<file path="config.mk">
export PLATFORM = sky130hd
export DESIGN_NAME = player_mover
export DESIGN_NICKNAME = d
export VERILOG_FILES = /design/src/rtl/player_mover.sv
export SDC_FILE = /design/constraint.sdc
export NUM_CORES = 1
export LEC_CHECK = 0
export ABC_AREA = 1
export BUFFER_PORTS_ARGS = -buffer_cell sky130_fd_sc_hd__buf_2
export CAP_MARGIN = 5
export CORE_MARGIN = 4
export CORE_UTILIZATION = 53
export DETAILED_ROUTE_END_ITERATION = 16
export MAX_ROUTING_LAYER = met4
export PLACE_DENSITY = 0.83
export SETUP_SLACK_MARGIN = 0.2
export SLEW_MARGIN = 20
export SYNTH_ARGS = -nofsm -noshare
export SYNTH_HDL_FRONTEND = slang
export SYNTH_SLANG_ARGS = --single-unit
</file>
<file path="constraint.sdc">
create_clock -name clock -period 2.8 [get_ports clock]
set_input_delay 0.28 -clock clock [delete_from_list [all_inputs] [get_ports clock]]
set_output_delay 0.28 -clock clock [all_outputs]
set_load 0.03 [all_outputs]
</file>
<file path="src/rtl/player_mover.sv">
// Player sprite mover: IDLE/CALC/READ/CHECK/LOAD walk with bounds and wall-map checks.
// Optional macro MOVER_WRAP_EN: horizontal out-of-range candidates wrap to the opposite edge.
module player_mover #(
    parameter int STEP    = 4,
    parameter int START_X = 2,
    parameter int START_Y = 2,
    parameter int X_MAX   = 156,
    parameter int Y_MAX   = 116
) (
    input  logic        clock,
    input  logic        reset,
    input  logic        tick,
    input  logic        iUp,
    input  logic        iDown,
    input  logic        iLeft,
    input  logic        iRight,
    input  logic        freeze,
    input  logic        busy,
    output logic [10:0] wallAddr,
    input  logic        wallQ,
    output logic [7:0]  nextX,
    output logic [6:0]  nextY,
    output logic [2:0]  dir,
    output logic        ldXY,
    output logic        moving
);

    typedef enum logic [2:0] {
        IDLE  = 3'd0,
        CALC  = 3'd1,
        READ  = 3'd2,
        CHECK = 3'd3,
        LOAD  = 3'd4
    } state_t;

    localparam logic [2:0] DIR_NONE  = 3'd0;
    localparam logic [2:0] DIR_UP    = 3'd1;
    localparam logic [2:0] DIR_DOWN  = 3'd2;
    localparam logic [2:0] DIR_LEFT  = 3'd3;
    localparam logic [2:0] DIR_RIGHT = 3'd4;

    localparam logic [8:0] STEP9  = 9'(STEP);
    localparam logic [8:0] X_MAX9 = 9'(X_MAX);
    localparam logic [8:0] Y_MAX9 = 9'(Y_MAX);

    state_t      state;
    state_t      state_nxt;
    logic        load_go;
    logic        any_req;
    logic        init_pend;
    logic [8:0]  x_minus;
    logic [8:0]  x_plus;
    logic [8:0]  y_minus;
    logic [8:0]  y_plus;
    logic [8:0]  cand_x;
    logic [8:0]  cand_y;
    logic        cand_ok;
    logic [10:0] cand_addr;
    logic [7:0]  held_x;
    logic [6:0]  held_y;

    function automatic logic [2:0] pick_dir(input logic up, input logic down,
                                            input logic left, input logic right);
        if (up) begin
            return DIR_UP;
        end else if (down) begin
            return DIR_DOWN;
        end else if (left) begin
            return DIR_LEFT;
        end else if (right) begin
            return DIR_RIGHT;
        end else begin
            return DIR_NONE;
        end
    endfunction

    assign any_req = iUp | iDown | iLeft | iRight;

    // Negative 9-bit differences land far above any legal maximum, so one compare covers both bounds.
    assign x_minus = {1'b0, nextX} - STEP9;
    assign x_plus  = {1'b0, nextX} + STEP9;
    assign y_minus = {2'b00, nextY} - STEP9;
    assign y_plus  = {2'b00, nextY} + STEP9;

    // Candidate origin for the latched heading and its legality.
    always_comb begin
        cand_x  = {1'b0, nextX};
        cand_y  = {2'b00, nextY};
        cand_ok = 1'b1;
        case (dir)
            DIR_UP: begin
                cand_y  = y_minus;
                cand_ok = (y_minus <= Y_MAX9);
            end
            DIR_DOWN: begin
                cand_y  = y_plus;
                cand_ok = (y_plus <= Y_MAX9);
            end
`ifdef MOVER_WRAP_EN
            DIR_LEFT: begin
                cand_x = (x_minus > X_MAX9) ? X_MAX9 : x_minus;
            end
            DIR_RIGHT: begin
                cand_x = (x_plus > X_MAX9) ? 9'd0 : x_plus;
            end
`else
            DIR_LEFT: begin
                cand_x  = x_minus;
                cand_ok = (x_minus <= X_MAX9);
            end
            DIR_RIGHT: begin
                cand_x  = x_plus;
                cand_ok = (x_plus <= X_MAX9);
            end
`endif
            default: begin
                cand_ok = 1'b0;
            end
        endcase
    end

    // Wall map is 40 cells of 4x4 pixels per row.
    assign cand_addr = 11'(cand_y[8:2]) * 11'd40 + 11'(cand_x[8:2]);

    // Next-state logic; freeze overrides every state.
    always_comb begin
        state_nxt = state;
        load_go   = 1'b0;
        if (freeze) begin
            state_nxt = IDLE;
        end else begin
            case (state)
                IDLE: begin
                    if (tick && any_req) begin
                        state_nxt = CALC;
                    end else begin
                        state_nxt = IDLE;
                    end
                end
                CALC: begin
                    if (cand_ok) begin
                        state_nxt = READ;
                    end else begin
                        state_nxt = IDLE;
                    end
                end
                READ: begin
                    state_nxt = CHECK;
                end
                CHECK: begin
                    if (wallQ) begin
                        state_nxt = IDLE;
                    end else begin
                        state_nxt = LOAD;
                    end
                end
                LOAD: begin
                    if (busy) begin
                        state_nxt = LOAD;
                    end else begin
                        state_nxt = IDLE;
                        load_go   = 1'b1;
                    end
                end
                default: begin
                    state_nxt = IDLE;
                end
            endcase
        end
    end

    // State register.
    always_ff @(posedge clock or posedge reset) begin
        if (reset) begin
            state <= IDLE;
        end else begin
            state <= state_nxt;
        end
    end

    // Registered outputs and held candidate; init_pend draws the start position once after reset.
    always_ff @(posedge clock or posedge reset) begin
        if (reset) begin
            nextX     <= 8'(START_X);
            nextY     <= 7'(START_Y);
            dir       <= DIR_NONE;
            ldXY      <= 1'b0;
            moving    <= 1'b0;
            wallAddr  <= 11'd0;
            held_x    <= 8'd0;
            held_y    <= 7'd0;
            init_pend <= 1'b1;
        end else begin
            init_pend <= 1'b0;
            ldXY      <= init_pend | load_go;
            moving    <= (state_nxt != IDLE);
            if (state == IDLE && state_nxt == CALC) begin
                dir <= pick_dir(iUp, iDown, iLeft, iRight);
            end
            if (state_nxt == IDLE) begin
                wallAddr <= 11'd0;
            end else if (state == CALC) begin
                wallAddr <= cand_addr;
                held_x   <= cand_x[7:0];
                held_y   <= cand_y[6:0];
            end
            if (load_go) begin
                nextX <= held_x;
                nextY <= held_y;
            end
        end
    end

endmodule

</file>
==> results of run 1 <==
final cells by class:
type | instances | share of cell area (%)
well taps | 75 | 2.32
clock buffers | 6 | 2.05
clock inverters | 2 | 0.310
multi-input cells | 302 | 47.2
repair buffers | 77 | 12.2
inverters | 49 | 4.65
flip-flops and latches | 50 | 31.3
state kept, by name, summed over array words and instances, names as in the netlist:
| signal | count |
|---|---|
| held_x | 8 |
| dir | 3 |
| init_pend | 1 |
| nextX | 8 |
| ldXY | 1 |
| held_y | 7 |
| moving | 1 |
| wallAddr | 11 |
| nextY | 7 |
| state | 3 |
timing repair:
item / in CTS / in global routing
setup buffers: 9 / 4
setup endpoints to repair: 4 / 5
resized for setup: 14 / 12
cloned: 0 / 0
pin swaps: 17 / 15
per-stage QoR:
| step | total power [uW] | setup slack (ns) | util (%) | hold slack (ns) |
|---|---|---|---|---|
| floorplan | 2260 | -0.0432 | - | 0.386 |
| CTS | 3310 | -0.0828 | 65.9 | 0.202 |
| detailed placement | 2690 | -0.144 | 62.2 | 0.459 |
| global placement | 2630 | 0.0126 | 62.2 | 0.456 |
| global route | 3820 | -0.282 | 67.8 | 0.163 |
| finish | 3550 | -0.147 | 67.8 | 0.0968 |
worst paths after layout:
path,from,to,slack (ns),cells after the start
max,nextY[3],wallAddr[10],-0.15,17
min,reset,wallAddr[0],0.1,2
max reg2reg,nextY[3],wallAddr[10],-0.15,17
min reg2reg,init_pend,ldXY,0.48,2
max in group asynchronous,reset,nextY[2],2.11,2
min in group clock,freeze,state[0],0.21,2
power breakdown:
part | switching, uW | internal [uW] | total [uW]
combinational | 1100 | 1080 | 2170
clock | 246 | 199 | 445
sequential | 92.3 | 846 | 939
cells by family after synthesis:
kind of cell	synth area share [%]
flip-flops	38.3
XOR/XNOR	4.01
adder cells (fa/ha/maj)	8.47
other	0.114
AND/OR/NAND/NOR	32.6
AO/OA/AOI/OAI	6.75
multiplexers	0.687
buffers and inverters	9.12
cell usage in the layout (no fill, tap or decap), types with 2 or more instances in the layout:
cell type	count
sky130_fd_sc_hd__a21oi_1	16
sky130_fd_sc_hd__buf_2	40
sky130_fd_sc_hd__buf_4	33
sky130_fd_sc_hd__buf_6	4
sky130_fd_sc_hd__clkbuf_8	6
sky130_fd_sc_hd__clkinv_1	2
sky130_fd_sc_hd__clkinv_2	2
sky130_fd_sc_hd__dfrtp_1	41
sky130_fd_sc_hd__dfrtp_2	6
sky130_fd_sc_hd__dfstp_2	3
sky130_fd_sc_hd__ha_1	11
sky130_fd_sc_hd__ha_4	7
sky130_fd_sc_hd__inv_1	24
sky130_fd_sc_hd__inv_2	21
sky130_fd_sc_hd__mux2_2	2
sky130_fd_sc_hd__nand2_1	108
sky130_fd_sc_hd__nand2_2	13
sky130_fd_sc_hd__nand2_4	3
sky130_fd_sc_hd__nand3_1	41
sky130_fd_sc_hd__nand3_2	2
sky130_fd_sc_hd__nand3b_1	5
sky130_fd_sc_hd__nand4_1	6
sky130_fd_sc_hd__nor2_1	34
sky130_fd_sc_hd__nor2_2	3
sky130_fd_sc_hd__nor2_4	3
sky130_fd_sc_hd__nor3_4	4
sky130_fd_sc_hd__o211ai_1	3
sky130_fd_sc_hd__o21ai_0	6
sky130_fd_sc_hd__o21ai_1	3
sky130_fd_sc_hd__o221ai_1	4
sky130_fd_sc_hd__o221ai_4	2
sky130_fd_sc_hd__xnor2_1	6
sky130_fd_sc_hd__xor2_1	8
metal layers:
metal | vias to the layer above | share of wire (%)
met5 | - | 0
li1 | 1471 | -
met1 | 1406 | 42
met4 | 0 | 1.6
met3 | 14 | 5.7
met2 | 101 | 51
==> flow_metrics.env, run 1 <==
export IMPL_outcome="finished with violations"
export IMPL_failed_checks="setup timing"
export IMPL_seq_area_frac_synth_pct=38.3
export IMPL_synth_cells_most_frequent="111 x sky130_fd_sc_hd__nand2_1, 47 x sky130_fd_sc_hd__dfrtp_1, 42 x sky130_fd_sc_hd__nand3_1"
export IMPL_dp_final_hpwl_um=5690
export IMPL_leakage_uw=0.00210
export IMPL_clockRootBuffer="sky130_fd_sc_hd__clkbuf_8"
export IMPL_fillerInstances=483
export IMPL_dr_first_iter_drc_count=205
export IMPL_floorplan_initialDensity_pct=55.1
export IMPL_power_density_nw_per_um2=880
export IMPL_gr_usage_met1_pct=28.7
export IMPL_cp_max_fo=4
export IMPL_synth_ff_latch_count=50
export IMPL_asyncSetResetFlopFracSynth_pct=100
export IMPL_h_tree_depth=2
export IMPL_postSynthCellCount=417
export IMPL_synth_top_area_share_pct=35.9
export IMPL_timing_critical_path_slowest_cell_delay_ns=0.43
export IMPL_die_w_um=86.7
export IMPL_timing_hold_violations_final=0
export IMPL_yosysMostFrequentCell="sky130_fd_sc_hd__nand2_1"
export IMPL_finalWorstSetupSlack_ns=-0.147
export IMPL_grt_start_max_net_pins=51
export IMPL_top_usage_layer="met2"
export IMPL_antenna_violating_nets_post_route=0
export IMPL_setup_total_negative_slack_ns=-0.213
export IMPL_layout_drive_gt1_share_pct=33.5
export IMPL_grt_util_all_layers_pct=22.6
export IMPL_final_period_utilization_pct=105
export IMPL_drt_vias_per_instance=5.33
export IMPL_clk_lat_worst_skew_ns=0.31
export IMPL_synth_warning_count=0
export IMPL_diodes=0
export IMPL_grtUsageMet3_pct=3.71
export IMPL_clockBufferDepth=2
export IMPL_final_net_count=516
export IMPL_worstMarginPinSlew_ns=0.871
export IMPL_synth_enable_flop_cells=0
export IMPL_post_place_cells=540
export IMPL_multi_input_logic_area_um2=1900
export IMPL_fin_crit_ns=2.95
export IMPL_maxSlewHeadroom_pct=41.9
export IMPL_crit_path_end_kind="flip-flop"
export IMPL_rows=28
export IMPL_vias=2992
export IMPL_syn_cell_area_um2=3280
export IMPL_port_buffers=40
export IMPL_cp_required_ns=3.05
export IMPL_rsz0062_at_grt="true"
export IMPL_finClkSkew_ns=0.00959
export IMPL_gp_routability_congestion=0.990
export IMPL_cts_num_sinks=50
export IMPL_synthFlopType="sky130_fd_sc_hd__dfrtp_1"
export IMPL_synth_area_top_cells="sky130_fd_sc_hd__dfrtp_1 36%, sky130_fd_sc_hd__nand2_1 13%, sky130_fd_sc_hd__ha_1 7.2%, sky130_fd_sc_hd__nand3_1 6.4%, sky130_fd_sc_hd__nor2_1 4.0%"
export IMPL_drc_markers=0
export IMPL_netlist_cell_type_count=39
export IMPL_die_height_um=86.7
export IMPL_post_drt_wl_per_cell_um=14.8
export IMPL_tritoncts="built"
export IMPL_global_route_overflow_total=0
export IMPL_maxSlewViolCount=0
export IMPL_synthesis_nets=448
export IMPL_cts_hold_repair_buffers=0
export IMPL_final_instance_count_without_filler_cells=561
export IMPL_final_seq_area_um2=1260
export IMPL_post_route_design_area_um2=4040
export IMPL_critical_path_top_delay_family="adder cells"
export IMPL_synth_area_leader_cell="sky130_fd_sc_hd__dfrtp_1"
export IMPL_nature_of_the_critical_path_startpoint="flip-flop"
export IMPL_antenna_found_initial=0
export IMPL_met2_usage_pct=37.1
export IMPL_grt_pass1_wl_um=13100
export IMPL_wp_data_arrival_ns=3.19
export IMPL_maxClockFrequency_ghz=0.339
export IMPL_coreArea_um2=5960
export IMPL_cts_clk_slew_worst_paths_ns=0.09
export IMPL_cell_area_reported_after_detailed_placement_um2=3700
export IMPL_ir_drop_v=0.000707
export IMPL_maxCapViolCount=0
export IMPL_timing_setup_critical_path_class="flip-flop to flip-flop"
export IMPL_detail_route_first_pass_iterations=5
export IMPL_setup_violations_final=3
export IMPL_number_of_placed_i_o_pins=41
export IMPL_die_area_um2=7510
export IMPL_crit_slowest_cell="sky130_fd_sc_hd__dfrtp_2"
export IMPL_hold_class="input pin to asynchronous set/reset pin"
export IMPL_final_wirelength_um=8290
export IMPL_area_growth_synth_to_final_pct=23.1
export IMPL_crit_path_cell_trace="buf_6 -> buf_4 -> nand3_2 -> nand2_1 -> nand2_2 -> o221ai_4 -> ha_4 -> ha_4 -> inv_2 -> fa_2 -> o21ai_1 -> a21oi_1 -> xnor2_1 -> xor2_1 -> xor2_1 -> nand3_1 -> nand2_1"
export IMPL_crit_buf_inv=3
export IMPL_syn_avg_cell_area_um2=7.86
export IMPL_cts_buffers=5
export IMPL_via_count_of_the_first_global_routing_pass=2873
No activity file was read; power rests on OpenSTA's default activity.
==> inputs of run 2 (changes only) <==
- CORE_UTILIZATION: 53 -> 55
- CTS_BUF_LIST: default -> sky130_fd_sc_hd__clkbuf_4
- PLACE_DENSITY: 0.83 -> 0.85
==> run 2 against run 1 <==
The run still ends with setup timing left. Worst hold slack got worse by 0.061 ns. Non-clock buffer count did not move. Maximum frequency fell by 2.2%. Clock power fell by 24%. Total power rose by 3.7%. Die area fell by 3.3%. Combinational power rose by 11%. Setup slack got worse by 0.065 ns. Count of clock-buffer cells in the layout did not move. Critical path type unchanged.
==> flow_metrics.env, run 2 (synthesis gave the netlist of run 1 again) <==
export IMPL_setup_violations_final=3
export IMPL_cp_max_fo=6
export IMPL_clockRootBuffer="sky130_fd_sc_hd__clkbuf_4"
export IMPL_rows=27
export IMPL_final_common_cell="sky130_fd_sc_hd__nand2_1"
export IMPL_clk_lat_worst_skew_ns=0.38
export IMPL_power_density_nw_per_um2=915
export IMPL_antenna_violating_nets_post_route=0
export IMPL_fin_worst_hold_slack_ns=0.0361
export IMPL_depth_of_the_worst_register_to_register_path=15
export IMPL_die_w_um=85.2
export IMPL_layout_drive_gt1_share_pct=35.6
export IMPL_outcome="finished with violations"
export IMPL_grt_start_max_net_pins=40
export IMPL_drt_vias_per_instance=5.43
export IMPL_worst_r2r_startpoint="dir[1]"
export IMPL_post_place_cells=537
export IMPL_largest_register_ffs=11
export IMPL_die_height_um=85.2
export IMPL_vias=3031
export IMPL_combPwrFrac_pct=65.2
export IMPL_sw_frac_of_total_pct=41.5
export IMPL_tritoncts="built"
export IMPL_final_instance_count_without_filler_cells=558
export IMPL_pwr_share_seq_pct=25.6
export IMPL_leakage_uw=0.00209
export IMPL_biggestRegsByFlops="wallAddr (11), held_x (8), nextX (8)"
export IMPL_endpoint="wallAddr[10]"
export IMPL_crit_path_cell_trace="nor3_4 -> inv_2 -> nand2_4 -> o221ai_2 -> ha_4 -> ha_4 -> inv_2 -> fa_2 -> o21ai_2 -> a21oi_2 -> xnor2_1 -> xor2_1 -> xor2_1 -> nand3_1 -> nand2_1"
export IMPL_dr_first_iter_drc_count=291
export IMPL_rsz0062_at_grt="true"
export IMPL_timing_hold_violations_final=0
export IMPL_cts_num_sinks=50
export IMPL_via_count_of_the_first_global_routing_pass=2989
export IMPL_p_clk_share_pct=9.1
export IMPL_clockBufferDepth=2
export IMPL_launching_element_of_the_worst_setup_path="dir[1]"
export IMPL_die_area_um2=7260
export IMPL_coreArea_um2=5640
export IMPL_register_bank_with_the_most_flops="wallAddr"
export IMPL_port_buffers=40
export IMPL_maxCapViolCount=0
export IMPL_final_wirelength_um=8420
export IMPL_cts_clk_slew_worst_paths_ns=0.14
export IMPL_dp_final_hpwl_um=5830
export IMPL_gp_routability_congestion=0.939
export IMPL_grt_util_all_layers_pct=24.1
export IMPL_cts_buffers=5
export IMPL_timing_critical_path_slowest_cell_delay_ns=0.47
export IMPL_worstMarginPinSlew_ns=0.797
export IMPL_crit_path_end_kind="flip-flop"
export IMPL_internal_power_uw=2150
export IMPL_failed_checks="setup timing"
export IMPL_ir_drop_v=0.000820
export IMPL_finClkSkew_ns=0.00988
export IMPL_cp_required_ns=3.13
export IMPL_maxSlewHeadroom_pct=46.8
export IMPL_final_period_utilization_pct=108
export IMPL_wp_data_arrival_ns=3.34
export IMPL_maxClockFrequency_ghz=0.332
export IMPL_drc_markers=0
export IMPL_h_tree_depth=2
export IMPL_final_net_count=516
export IMPL_detail_route_first_pass_iterations=4
export IMPL_area_growth_synth_to_final_pct=22.9
export IMPL_finalWorstSetupSlack_ns=-0.213
export IMPL_maxSlewViolCount=0
export IMPL_number_of_placed_i_o_pins=41
export IMPL_fin_crit_ns=3.01
export IMPL_most_common_layout_cells="106 x sky130_fd_sc_hd__nand2_1, 42 x sky130_fd_sc_hd__nand3_1, 41 x sky130_fd_sc_hd__buf_2"
export IMPL_grt_pass1_wl_um=13900
export IMPL_crit_reg2reg_capture="wallAddr[10]"
export IMPL_reg2reg_slack_ns=-0.21
export IMPL_hold_class="input pin to asynchronous set/reset pin"
export IMPL_post_drt_wl_per_cell_um=15.1
export IMPL_floorplan_initialDensity_pct=58.1
export IMPL_power_switching_uw=1530
export IMPL_antenna_found_initial=0
export IMPL_global_route_overflow_total=0
export IMPL_power_uw=3690
export IMPL_crit_slowest_cell="sky130_fd_sc_hd__dfrtp_2"
export IMPL_timing_setup_critical_path_class="flip-flop to flip-flop"
export IMPL_nature_of_the_critical_path_startpoint="flip-flop"
export IMPL_diodes=0
==> run 2: layout make-up <==
class | instances | area [um2]
multi-input combinational | 302 | 1950
fill | 431 | 1610
sequential | 50 | 1260
timing repair buffer | 77 | 483
inverter | 49 | 186
tap | 72 | 90.1
clock buffer | 6 | 45.0
clock inverter | 2 | 8.76
==> run 2: worst max-delay path, delay by kind of cell, from the launching register on <==
family	cells	cell delay (ns)
xor+xnor	3	0.54
flops	1	0.47
buf+inv	2	0.13
compound gates	3	0.39
simple gates	4	0.56
fa+ha+maj	3	0.86
==> run 2: power groups by stage <==
stage	registers [uW]	logic (uW)	clock network [uW]
6_report	945	2400	337
3_5_place_dp	958	1750	0
4_1_cts	944	2030	338
2_1_floorplan	995	1270	0
3_3_place_gp	949	1670	0
5_1_grt	961	2610	368
==> run 2: worst min path at each step <==
stage,start,end,slack (ns),depth (start not counted)
after floorplan,freeze,state[0],0.39,1
after global placement,held_x[3],held_x[3],0.46,2
after detailed placement,held_x[3],held_x[3],0.46,2
after CTS,reset,wallAddr[4],0.07,2
after global routing,reset,wallAddr[4],0.10,2
final,reset,nextX[6],0.04,2
==> run 2: layer usage <==
layer	GRT usage [%]	vias up	wire [um]
li1	-	1472	-
met1	30.5	1428	3580
met2	40.3	118	4210
met3	3.98	13	530
met4	6.04	0	99
met5	-	-	0
==> run 2: per-stage QoR <==
step,TNS [ns],worst slack [ns],util [%],area [um2]
3_3_place_gp,-0.00640,-0.00640,65.6,3700
3_5_place_dp,-0.294,-0.162,65.6,3700
6_report,-0.475,-0.213,71.4,4030
2_1_floorplan,-0.0432,-0.0432,-,3350
4_1_cts,-0.275,-0.135,68.9,3890
5_1_grt,-0.978,-0.366,71.4,4030
==> run 2: timing repair <==
action	4_1_cts	5_1_grt
setup endpoints to repair	4	9
hold buffers	0	0
pin swaps	15	14
gates resized for setup	18	17
setup buffers	8	5
